==> src/rtl/uart_operand_loader.sv <==
// uart_operand_loader: receives an 8N1 UART stream and pairs consecutive good
// bytes into IN / WEIGHT operands for the 8-bit load/multiply stage.
// Latency: operand pair valid 1 cycle after the second byte's stop-bit sample.
// Backpressure: pair held stable while op_valid && !op_ready; a further good
// byte is dropped with a one-cycle overrun pulse.
//
// Ports:
//   clk          system clock, rising edge
//   rst_n        asynchronous active-low reset
//   rx           UART serial input (idle high, asynchronous to clk)
//   in_data      IN operand (first byte of the pair)
//   weight_data  WEIGHT operand (second byte of the pair)
//   op_valid     operand pair available, held until accepted
//   op_ready     consumer accepts the pair when op_valid && op_ready
//   busy         receiver not in IDLE
//   framing_err  one-cycle pulse: stop bit sampled low
//   overrun      one-cycle pulse: good byte dropped while a pair was pending
module uart_operand_loader #(
  parameter int CLKS_PER_BIT = 87,
  parameter int CNT_W        = 16
) (
  input  logic       clk,
  input  logic       rst_n,
  input  logic       rx,
  output logic [7:0] in_data,
  output logic [7:0] weight_data,
  output logic       op_valid,
  input  logic       op_ready,
  output logic       busy,
  output logic       framing_err,
  output logic       overrun
);

  localparam logic [CNT_W-1:0] LP_HALF = CNT_W'(CLKS_PER_BIT / 2 - 1);
  localparam logic [CNT_W-1:0] LP_FULL = CNT_W'(CLKS_PER_BIT - 1);

  typedef enum logic [2:0] {
    S_IDLE  = 3'd0,
    S_START = 3'd1,
    S_DATA  = 3'd2,
    S_STOP  = 3'd3,
    S_BREAK = 3'd4
  } state_t;

  // Pointer encoding: 0 = expecting IN, 1 = expecting WEIGHT, 2 = pair pending.
  localparam logic [1:0] LP_PTR_IN      = 2'd0;
  localparam logic [1:0] LP_PTR_WEIGHT  = 2'd1;
  localparam logic [1:0] LP_PTR_PENDING = 2'd2;

  // Synchroniser, reset to the idle-line level so reset release is not seen
  // as a start bit.
  logic r_rx_meta;
  logic r_rx_s;

  state_t           r_state;
  logic [CNT_W-1:0] r_cnt;
  logic [2:0]       r_bit_idx;
  logic [7:0]       r_shift;
  logic             r_busy;
  logic             r_framing_err;
  logic             r_byte_vld;
  logic [7:0]       r_byte_dat;

  logic [1:0]       r_ptr;
  logic [7:0]       r_in_data;
  logic [7:0]       r_weight_data;
  logic             r_op_valid;
  logic             r_overrun;

  logic             w_accept;

  assign w_accept    = r_op_valid & op_ready;

  assign in_data     = r_in_data;
  assign weight_data = r_weight_data;
  assign op_valid    = r_op_valid;
  assign busy        = r_busy;
  assign framing_err = r_framing_err;
  assign overrun     = r_overrun;

  always_ff @(posedge clk or negedge rst_n) begin
    if (!rst_n) begin
      r_rx_meta <= 1'b1;
      r_rx_s    <= 1'b1;
    end else begin
      r_rx_meta <= rx;
      r_rx_s    <= r_rx_meta;
    end
  end

  // Receiver FSM. busy is registered alongside the state so it always equals
  // (state != IDLE) without a decode after the flop.
  always_ff @(posedge clk or negedge rst_n) begin
    if (!rst_n) begin
      r_state       <= S_IDLE;
      r_cnt         <= '0;
      r_bit_idx     <= '0;
      r_shift       <= '0;
      r_busy        <= 1'b0;
      r_framing_err <= 1'b0;
      r_byte_vld    <= 1'b0;
      r_byte_dat    <= '0;
    end else begin
      r_framing_err <= 1'b0;
      r_byte_vld    <= 1'b0;
      case (r_state)
        S_IDLE: begin
          if (!r_rx_s) begin
            r_state <= S_START;
            r_cnt   <= '0;
            r_busy  <= 1'b1;
          end
        end
        S_START: begin
          if (r_cnt == LP_HALF) begin
            r_cnt <= '0;
            if (!r_rx_s) begin
              r_state   <= S_DATA;
              r_bit_idx <= '0;
            end else begin
              // Line went back high before mid start bit: a glitch, not a frame.
              r_state <= S_IDLE;
              r_busy  <= 1'b0;
            end
          end else begin
            r_cnt <= r_cnt + 1'b1;
          end
        end
        S_DATA: begin
          if (r_cnt == LP_FULL) begin
            r_cnt   <= '0;
            r_shift <= {r_rx_s, r_shift[7:1]};
            if (r_bit_idx == 3'd7) begin
              r_state <= S_STOP;
            end else begin
              r_bit_idx <= r_bit_idx + 3'd1;
            end
          end else begin
            r_cnt <= r_cnt + 1'b1;
          end
        end
        S_STOP: begin
          if (r_cnt == LP_FULL) begin
            r_cnt <= '0;
            if (r_rx_s) begin
              r_byte_vld <= 1'b1;
              r_byte_dat <= r_shift;
              r_state    <= S_IDLE;
              r_busy     <= 1'b0;
            end else begin
              r_framing_err <= 1'b1;
              r_state       <= S_BREAK;
            end
          end else begin
            r_cnt <= r_cnt + 1'b1;
          end
        end
        S_BREAK: begin
          // A held-low line (break) must not be re-read as a new start bit.
          if (r_rx_s) begin
            r_state <= S_IDLE;
            r_cnt   <= '0;
            r_busy  <= 1'b0;
          end
        end
        default: begin
          r_state <= S_IDLE;
          r_cnt   <= '0;
          r_busy  <= 1'b0;
        end
      endcase
    end
  end

  // Operand assembly and consumer handshake.
  always_ff @(posedge clk or negedge rst_n) begin
    if (!rst_n) begin
      r_ptr         <= LP_PTR_IN;
      r_in_data     <= '0;
      r_weight_data <= '0;
      r_op_valid    <= 1'b0;
      r_overrun     <= 1'b0;
    end else begin
      r_overrun <= 1'b0;
      if (r_byte_vld) begin
        if (w_accept || (r_ptr == LP_PTR_IN)) begin
          // Acceptance in the same cycle frees the slot, so the new byte
          // starts the next pair instead of overrunning.
          r_in_data  <= r_byte_dat;
          r_op_valid <= 1'b0;
          r_ptr      <= LP_PTR_WEIGHT;
        end else if (r_ptr == LP_PTR_WEIGHT) begin
          r_weight_data <= r_byte_dat;
          r_op_valid    <= 1'b1;
          r_ptr         <= LP_PTR_PENDING;
        end else begin
          r_overrun <= 1'b1;
        end
      end else if (w_accept) begin
        r_op_valid <= 1'b0;
        r_ptr      <= LP_PTR_IN;
      end else if (r_framing_err && (r_ptr != LP_PTR_PENDING)) begin
        // A bad frame drops a half-built pair; a complete pending pair is
        // left intact so it stays stable until the consumer takes it.
        r_ptr <= LP_PTR_IN;
      end
    end
  end

endmodule

==> config.mk <==
export PLATFORM = sky130hd
export DESIGN_NAME = uart_operand_loader
export DESIGN_NICKNAME = d
export VERILOG_FILES = /design/src/rtl/uart_operand_loader.sv
export SDC_FILE = /design/constraint.sdc
export NUM_CORES = 1
export LEC_CHECK = 0
export CAP_MARGIN = 10
export CORE_MARGIN = 8
export CORE_UTILIZATION = 40
export CTS_CLUSTER_SIZE = 40
export DETAILED_ROUTE_END_ITERATION = 8
export SYNTH_ARGS = -nofsm -noshare
export SYNTH_HDL_FRONTEND = slang
export SYNTH_SLANG_ARGS = --single-unit
==> constraint.sdc <==
create_clock -name clk -period 3.1 [get_ports clk]
set_input_delay 0.465 -clock clk [delete_from_list [all_inputs] [get_ports clk]]
set_output_delay 0.465 -clock clk [all_outputs]
set_load 0.01 [all_outputs]
==> impl_results.md, run 1 <==
* Setup Skew at 0.00635 ns
* Most common cell on crit path: nor2_1
* Required time worst endpoint at approximately 3.3 ns
* Detailed Place HPWL at 3.73 mm
* Boundary Pins at 24
* Fin crit period at ~2.1 ns
* Combinational share of power at ~6.8%
* Ys async rst share at 100%
* DP Cell Count at ~360
* CP bufs+invs at 0
* Fillers at 655
* Pleak at 0.00165 uW
* Worst r2r path cells at 5
* Starting Density at between 40% and 50%
* GRT overflow at 0
* Commonest non-fill, non-tap cells in the layout: dfrtp_1 (61), mux2_2 (34), nor2_1 (24)
* CTS tree: done
* Pin count of the biggest net entering global routing at 47
* Psw at roughly 450 uW
* N_diodes at 0
* Post-synth cell types at 57
* Worst slew margin at 32.0%
* Status: finished clean
* Share of layout cells above drive strength 1 at 25.5%
* Critical path origin: r_state[0]
* Die area at roughly 10000 um^2
* Clock tree buffer depth at 2
* Mapped Nets at roughly 250
* Total Nets Final at 277
* Routed WL at ~5.3 mm
* Die Width at between 100 and 150 um
* Root buf cell: clkbuf_8
* Inserted Clock Buffers at 9
* Critical Path Fanout Max at 13
* Die Span Y at 101 um
* CP endpoint: r_cnt[2]
* Clock share of power at 44.4%
* Worst setup SP type: register
* Clock latency on the worst-skew pair at 0.34 ns
* Slew @ Worst Pin at a little over 1 ns
* Register area share after synthesis at between 50 and 60%
* Cells after synthesis at roughly 240
* RSZ-0062 raised after global routing: false
* Hold Violations, Final at 0
* Slowest-stage cell, CP: a221oi_2
* Postcts setup bufs at 0
* Worst Setup End Kind: register
* Sequential share of power at approximately half
* Antenna violations before repair at 0
* #FFs+latches synth at 63
* Synth Area per Inst at around 12 um^2
* Setup violations, final at 0
* Internal power at ~1400 uW
* Post-synthesis cell area at about 2900 um^2
* Power Density at around 520 nW/um^2
* Clock Sinks at 63
* CP top delay family: compound AO/OA/AOI/OAI gates
* Final cell count without fillers at 373
* Vias in the first global route at about 1800
* Ys Warns at 0
* Tcrit/Tclk final at 67.9%
* Worst R2R End: r_cnt[2]
* Routed via count at 1887
* Total global-route track usage at about 11%
* CP Cell Sequence: nor2_1 > nor2_1 > a221oi_2 > o21ai_0 > a21o_1
* Worst path arrival time at roughly 2.3 ns
* Antenna Nets Post-Route at 0
* Setup Crit Path Kind: register to register
* Row cnt at 31
* Wirelength per Cell at ~14 um
* Reg-to-Reg Start: r_state[0]
* Crit. path cell count at 5
* Drt initial violations at 70
* Commonest non-fill, non-tap cell in the layout: dfrtp_1
* DR pass1 iterations at 4
* Number of port buffers at 23
* CTS Hold Buffers Added at 0
* CP max stage delay at 0.55 ns
* Core area at slightly above 7000 um^2
* Post-route DRC at 0
* Fmax at 0.475 GHz
* H-tree level count at 3
* Top FF cell, synth: dfrtp_1
* Fin Setup TNS at 0 ns
* Reg-to-reg slack, setup at between 0.9 and 1 ns
* Number of synthesized flops with an enable pin at 0
* First-pass GRT wire length at between 9 and 10 mm
* Post-CTS resize count at 0
* Vias per cell at just over 5
* Gp weighted congestion at 0.780
* Worst hold-check path type: input port to asynchronous set/reset pin
* Fin. max-slew vios at 0
* Sw Ratio at between 20 and 25%
* Maxcap violations at 0
* IR drop worst, VDD at between 0.0002 and 0.0003 V
* Area Growth Syn to Fin at 19.0%
* Clk slew on worst S/H paths at around 0.08 ns
how the worst min path moves through the flow:
stage / start / end / slack (ns) / cells past startpoint
6_report: rst_n / r_cnt[6] / 0.30 / 1
5_1_grt: r_rx_meta / r_rx_s / 0.36 / 0
4_1_cts: rst_n / r_cnt[8] / 0.33 / 1
3_5_place_dp: r_rx_meta / r_rx_s / 0.35 / 0
3_3_place_gp: r_rx_meta / r_rx_s / 0.35 / 0
2_1_floorplan: rst_n / busy / 0.17 / 0
state kept, by name (all words and copies together), names as in the netlist:
signal and cells:
r_rx_s 1, weight_data 8, op_valid 1, framing_err 1
overrun 1, in_data 8, r_byte_dat 8, busy 1
r_bit_idx 3, r_cnt 16, r_shift 8, r_rx_meta 1
r_byte_vld 1, r_state 3, r_ptr 2
stage by stage:
step	instance area, um^2	hold slack (ns)	utilization, %	setup slack [ns]	total power [uW]
3_3_place_gp	3250	0.347	45.2	0.892	1020
4_1_cts	3480	0.329	48.4	0.988	1840
6_report	3480	0.303	48.4	0.996	1810
2_1_floorplan	2920	0.169	-	1.29	976
3_5_place_dp	3250	0.348	45.2	0.832	1030
5_1_grt	3480	0.361	48.4	0.786	1910
cell type report:
cell class	count	area (um^2)	share of cell area [%]
Inverter	3	11.3	0.324
Clock buffer	9	124	3.56
Multi-Input combinational cell	167	1290	37.2
Tap cell	99	124	3.56
Clock inverter	7	105	3.02
Timing Repair Buffer	25	240	6.91
Sequential cell	63	1580	45.4
synthesized netlist by cell type (3+ instances only):
cell type,count,area share (%)
nor4_4,3,2.2
nor2_1,24,3.1
o21ai_0,3,0.51
a21oi_1,5,0.86
nand2_1,17,2.2
dfrtp_1,61,52
nand3_1,8,1.4
mux2_2,34,13
nand4_1,3,0.64
and3_1,5,1.1
inv_1,3,0.39
xor2_1,9,2.7
ha_1,4,1.7
nor3_1,5,0.86
routing by layer:
layer	global-route usage (%)	part of all wire [%]	vias to the layer above	wire length, um
met5	0	0	-	0
li1	-	-	928	-
met3	3.23	4.0	9	211
met2	16.7	44	32	2310
met1	14.8	50	918	2640
met4	5.15	2.0	0	104
power groups by stage:
stage	Combinational [uW]	Clock, uW	Sequential [uW]
floorplan	88.1	0	888
global placement	124	0	898
detailed placement	126	0	900
CTS	127	832	883
global route	144	875	889
finish	124	806	884
logic make-up after synthesis:
family	share of synthesized area, %
buffers and inverters	1.67
flip-flops	54.1
adder cells (fa/ha/maj)	1.71
XOR/XNOR	3.00
AND/OR/NAND/NOR	18.9
AO/OA/AOI/OAI	7.24
multiplexers	13.5
Power figures use the tool's default switching activity.
==> run 2, diff against run 1 <==
==> constraint.sdc (replaced) <==
create_clock -name clk -period 1.7 [get_ports clk]
set_input_delay 0.255 -clock clk [delete_from_list [all_inputs] [get_ports clk]]
set_output_delay 0.255 -clock clk [all_outputs]
set_load 0.01 [all_outputs]
==> run 2 against run 1 <==
The run now ends with setup timing left; critical path depth increased by 1; sequential cell count is the same; register-to-register slack worse by 1.1 ns; highest routed layer unchanged; combinational power grew to 3.5 times the previous value; sequential power grew 80%; critical path type unchanged; worst setup slack got worse by 1.1 ns; total power up 80%.
==> impl_results.md, run 2 (synthesized netlist as in run 1, its figures left out) <==
* Commonest non-fill, non-tap cells in the layout: dfrtp_1 (61), buf_4 (46), mux2_2 (29)
* Total Nets Final at between 300 and 400
* Post-route DRC at 0
* Final Util at a little under three fifths
* Setup Crit Path Kind: register to register
* Die area at between 10000 and 15000 um^2
* Die Width at just over 100 um
* Worst hold-check path type: input port to register
* Clock tree buffer depth at 2
* Pleak at between 0.0015 and 0.002 uW
* Inserted Clock Buffers at 9
* Die Span Y at 101 um
* Row cnt at 31
* Status: finished, violations left
* Share of layout cells above drive strength 1 at around 42%
* Hold Violations, Final at 0
* Pin count of the biggest net entering global routing at 28
* H-tree level count at 3
* Area Growth Syn to Fin at 38.1%
* Power Density at around 810 nW/um^2
* Antenna Nets Post-Route at 0
* Starting Density at ~40%
* Required time worst endpoint at between 1.5 and 2 ns
* DR pass1 iterations at 6
* Commonest non-fill, non-tap cell in the layout: dfrtp_1
* IR drop worst, VDD at between 0.0007 and 0.0008 V
* Worst Setup End Kind: register
* Max FFs per register at 16
* Worst setup SP type: register
* Fmax at approximately 0.54 GHz
* Clock Sinks at 63
* Antenna violations before repair at 0
* N_diodes at 0
* Setup violations, final at 35
* Core area at between 7000 and 8000 um^2
* Vias per cell at 4.97
* Fin crit period at 1.85 ns
* Worst slew margin at just under 70%
* Total global-route track usage at 12.1%
* Failing checks: setup timing
* Clock latency on the worst-skew pair at roughly 0.34 ns
* Slew @ Worst Pin at around 0.46 ns
* Critical Path Fanout Max at 3
* Final Worst Setup Slack at -0.153 ns
* First-pass GRT wire length at a little under 10 mm
* Maxcap violations at 0
* Root buf cell: clkbuf_8
* Routed WL at 5.92 mm
* Gp weighted congestion at about 0.85
* Final cell count without fillers at 425
* Tcrit/Tclk final at 109%
* Vias in the first global route at ~2100
* Detailed Place HPWL at about 4.1 mm
* Worst path arrival time at 2.07 ns
* CTS tree: done
* Setup Skew at between 0.01 and 0.015 ns
* Drt initial violations at 108
* Clk slew on worst S/H paths at around 0.070 ns
* Routed via count at roughly 2100
* Boundary Pins at 24
* GRT overflow at 0
* Fin. max-slew vios at 0
* DP Cell Count at roughly 400
* Biggest register: r_cnt
* Number of port buffers at 23
* RSZ-0062 raised after global routing: true
* Wirelength per Cell at between 10 and 15 um
==> run 2: stage by stage <==
stage | total power (uW) | setup TNS, ns | worst slack, ns | hold slack, ns | instance area [um^2]
after global routing | 3420 | -6.62 | -0.243 | 0.297 | 4030
final | 3270 | -3.96 | -0.153 | 0.312 | 4030
after global placement | 1960 | -2.33 | -0.110 | 0.232 | 3600
after detailed placement | 1960 | -3.13 | -0.138 | 0.237 | 3600
after floorplan | 1780 | -1.20 | -0.113 | -0.0406 | 2940
after CTS | 3250 | -1.98 | -0.0988 | 0.295 | 3860
==> run 2: repair_timing <==
action                     in CTS  in global routing
setup buffers                   4                  6
gates resized for setup         7                 27
pin swaps                       3                 10
hold endpoints to repair       13                  0
setup endpoints to repair      36                 39
hold buffers                    1                  0
gates cloned                    0                  1
==> run 2: routing by layer <==
metal	wire [um]	track usage [%]	vias up
li1	-	-	1038
met2	2840	19.9	37
met5	0	0	-
met3	285	3.71	8
met1	2710	13.9	1029
met4	85	6.19	0
==> run 2: path summary, 6_finish.rpt <==
kind	from	endpoint	slack (ns)	cells past startpoint
worst max register to register	r_cnt[7]	r_bit_idx[0]	-0.15	6
worst min register to register	r_rx_meta	r_rx_s	0.36	0
worst max-delay path	r_cnt[7]	r_bit_idx[0]	-0.15	6
min in group asynchronous	rst_n	r_state[1]	0.41	2
worst min-delay path	rx	r_rx_meta	0.31	1
max in group asynchronous	rst_n	r_shift[6]	0.79	3
==> run 2: report_power, final <==
| group | switching [uW] | internal, uW |
|---|---|---|
| logic | 205 | 235 |
| clock network | 574 | 671 |
| registers | 42.0 | 1540 |
| total | 821 | 2450 |
==> run 2: worst max-delay path: stages (launching register included) <==
cell     delay [ns]
dfrtp_1        0.41
nor4_4         0.40
buf_4          0.20
nand3_4        0.11
nor4_2         0.19
o32ai_2        0.14
mux2_2         0.28
==> run 2: cell type report <==
| class | count | area (um^2) |
|---|---|---|
| clock buffer | 10 | 128 |
| clock inverter | 6 | 61.3 |
| fill | 619 | 3140 |
| inverter | 3 | 11.3 |
| multi-input combinational | 167 | 1440 |
| sequential | 63 | 1580 |
| tap | 99 | 124 |
| timing repair buffer | 77 | 686 |
==> run 3, diff against run 2 <==
--- a/config.mk
+++ b/config.mk
@@ -5,7 +5,6 @@
 export SDC_FILE = /design/constraint.sdc
 export NUM_CORES = 1
 export LEC_CHECK = 0
-export CAP_MARGIN = 10
 export CORE_MARGIN = 8
 export CORE_UTILIZATION = 40
 export CTS_CLUSTER_SIZE = 40
==> constraint.sdc (replaced) <==
create_clock -name clk -period 2.2 [get_ports clk]
set_input_delay 0.33 -clock clk [delete_from_list [all_inputs] [get_ports clk]]
set_output_delay 0.33 -clock clk [all_outputs]
set_load 0.02 [all_outputs]
==> run 3 against run 2 <==
The flow now finishes without violations; die area unchanged; wire length down 9.5%; first-iteration DRC count down 37%; total power down 22%; fmax down 6.7%; combinational power down 55%; global-route usage down 0.23 points; worst setup slack better by 0.37 ns; via count down 7.4%; sequential power down 22%; sequential cell count unchanged.
==> impl_results.md, run 3 (synthesized netlist as in run 1, its figures left out) <==
* Status: finished clean
* Tcrit/Tclk final at roughly 90%
* Total global-route track usage at a little under an eighth
* Post-CTS resize count at 0
* CTS tree: done
* Antenna Nets Post-Route at 0
* Final cell count without fillers at between 300 and 400
* H-tree level count at 3
* Clock latency on the worst-skew pair at between 0.3 and 0.4 ns
* CP Cell Sequence: inv_1 > ha_1 > nor4bb_1 > and4_2 > nand4_2 > mux2_2
* Clk slew on worst S/H paths at roughly 0.080 ns
* Worst setup SP type: register
* Die area at around 10000 um^2
* Worst slew margin at 67.9%
* Hold Violations, Final at 0
* Vias per cell at 5.11
* Number of port buffers at 23
* Maxcap violations at 0
* Power Density at 720 nW/um^2
* Commonest non-fill, non-tap cells in the layout: dfrtp_1 (61), mux2_2 (34), nor2_1 (24)
* Fillers at about 670
* Post-DP Area at 3330 um^2
* N_diodes at 0
* Routed via count at 1956
* Min-Delay Path Depth at 0
* CP max stage delay at roughly 0.4 ns
* FF/Latch Area at 1580 um^2
* Required time worst endpoint at ~2.4 ns
* Worst r2r path cells at 6
* Max FFs per register at 16
* Fin crit period at just under 2 ns
* Commonest non-fill, non-tap cell in the layout: dfrtp_1
* DP Cell Count at approximately 370
* Postcts setup bufs at 0
* Antenna violations before repair at 0
* Boundary Pins at 24
* Setup Skew at ~0.0062 ns
* Fin. max-slew vios at 0
* Area Growth Syn to Fin at 22.0%
* Post-route DRC at 0
* Clock tree buffer depth at 2
* Starting Density at 40.7%
* Core area at approximately 7200 um^2
* Detailed Place HPWL at ~3.8 mm
* Inserted Clock Buffers at 9
* Critical Path Fanout Max at 8
* Worst path arrival time at 2.21 ns
* Clock Sinks at between 60 and 70
* Design Area, Final at 3560 um^2
* Slew @ Worst Pin at around 0.48 ns
* Hold endpoint: r_rx_s
* Die Width at between 100 and 150 um
* Wirelength per Cell at approximately 14 um
* IR drop worst, VDD at around 0.0006 V
* Hold wc startpoint: r_rx_meta
* GRT overflow at 0
* Fmax at approximately 0.50 GHz
* Hold Slack at approximately 0.36 ns
* Fin Setup TNS at 0 ns
* Die Span Y at around 100 um
* First-pass GRT wire length at approximately 9.7 mm
* Share of layout cells above drive strength 1 at around 28%
* Biggest register: r_cnt
* Routed WL at 5.36 mm
* Worst Setup End Kind: register
* Reg-to-reg slack, setup at around 0.21 ns
* Setup Crit Path Kind: register to register
* Root buf cell: clkbuf_8
* Multi-input gate area at 1290 um^2
* Worst R2R End: r_byte_dat[4]
* Slowest-stage cell, CP: dfrtp_1
* Setup violations, final at 0
* Worst hold-check path type: register to register
* Drt initial violations at 68
* Total Nets Final at ~290
* Pin count of the biggest net entering global routing at 45
* Gp weighted congestion at 0.815
* DR pass1 iterations at 4
* Reg-to-Reg Start: r_cnt[0]
* RSZ-0062 raised after global routing: false
* CTS Hold Buffers Added at 1
* Pleak at 0.00171 uW
* Vias in the first global route at about 2100
* Row cnt at 31
## run 3: cell types whose count changed in the layout (fill, tap and decap cells not counted), sizes merged
| cell | previous run | this run |
|---|---|---|
| clkbuf | 10 | 9 |
| buf | 54 | 12 |
| bufinv | 1 | 2 |
| clkinv | 4 | 1 |
| inv | 3 | 6 |
## run 3: worst max path at each step
stage | cells after the start | slack [ns] | end | from
4_1_cts | 6 | 0.20 | r_byte_dat[4] | r_cnt[0]
3_5_place_dp | 6 | 0.21 | r_byte_dat[1] | r_cnt[0]
6_report | 6 | 0.21 | r_byte_dat[4] | r_cnt[0]
3_3_place_gp | 6 | 0.27 | r_byte_dat[3] | r_cnt[0]
5_1_grt | 6 | 0.04 | r_cnt[3] | r_cnt[7]
2_1_floorplan | 4 | 0.39 | r_shift[0] | r_cnt[7]
## run 3: area by class of cell
class                      instances  share of cell area, %
clock buffer                       9                   3.48
clock inverter                     7                   2.88
inverter                           3                  0.316
multi-input combinational        167                   36.3
sequential                        63                   44.3
tap                               99                   3.48
timing repair buffer              35                   9.27
## run 3: per-stage QoR
stage               total power [uW]  setup slack [ns]  utilization, %
floorplan                       1380             0.387               -
global placement                1450             0.267            46.4
detailed placement              1460             0.210            46.4
CTS                             2600             0.195            49.7
global route                    2690            0.0364            49.7
finish                          2560             0.214            49.7
## run 3: critical path, delay by kind of cell, from the launching register on
family / cells / cell delay, ns
simple gates: 3 / 0.83
mux: 1 / 0.37
flops: 1 / 0.40
buf+inv: 1 / 0.10
fa+ha+maj: 1 / 0.18
## run 3: where the power goes
group          internal, uW  total, uW  leakage [uW]  switching (uW)
combinational          89.1        197      0.000741             107
sequential             1190       1240      0.000857            48.2
clock                   651       1130      0.000111             477
total                  1930       2560       0.00171             633
## run 3: per-layer routing
layer	vias up	track usage (%)	wire, um
met4	0	4.81	57
li1	948	-	-
met2	38	18.5	2500
met3	4	3.71	249
met5	-	0	0
met1	966	15.0	2550
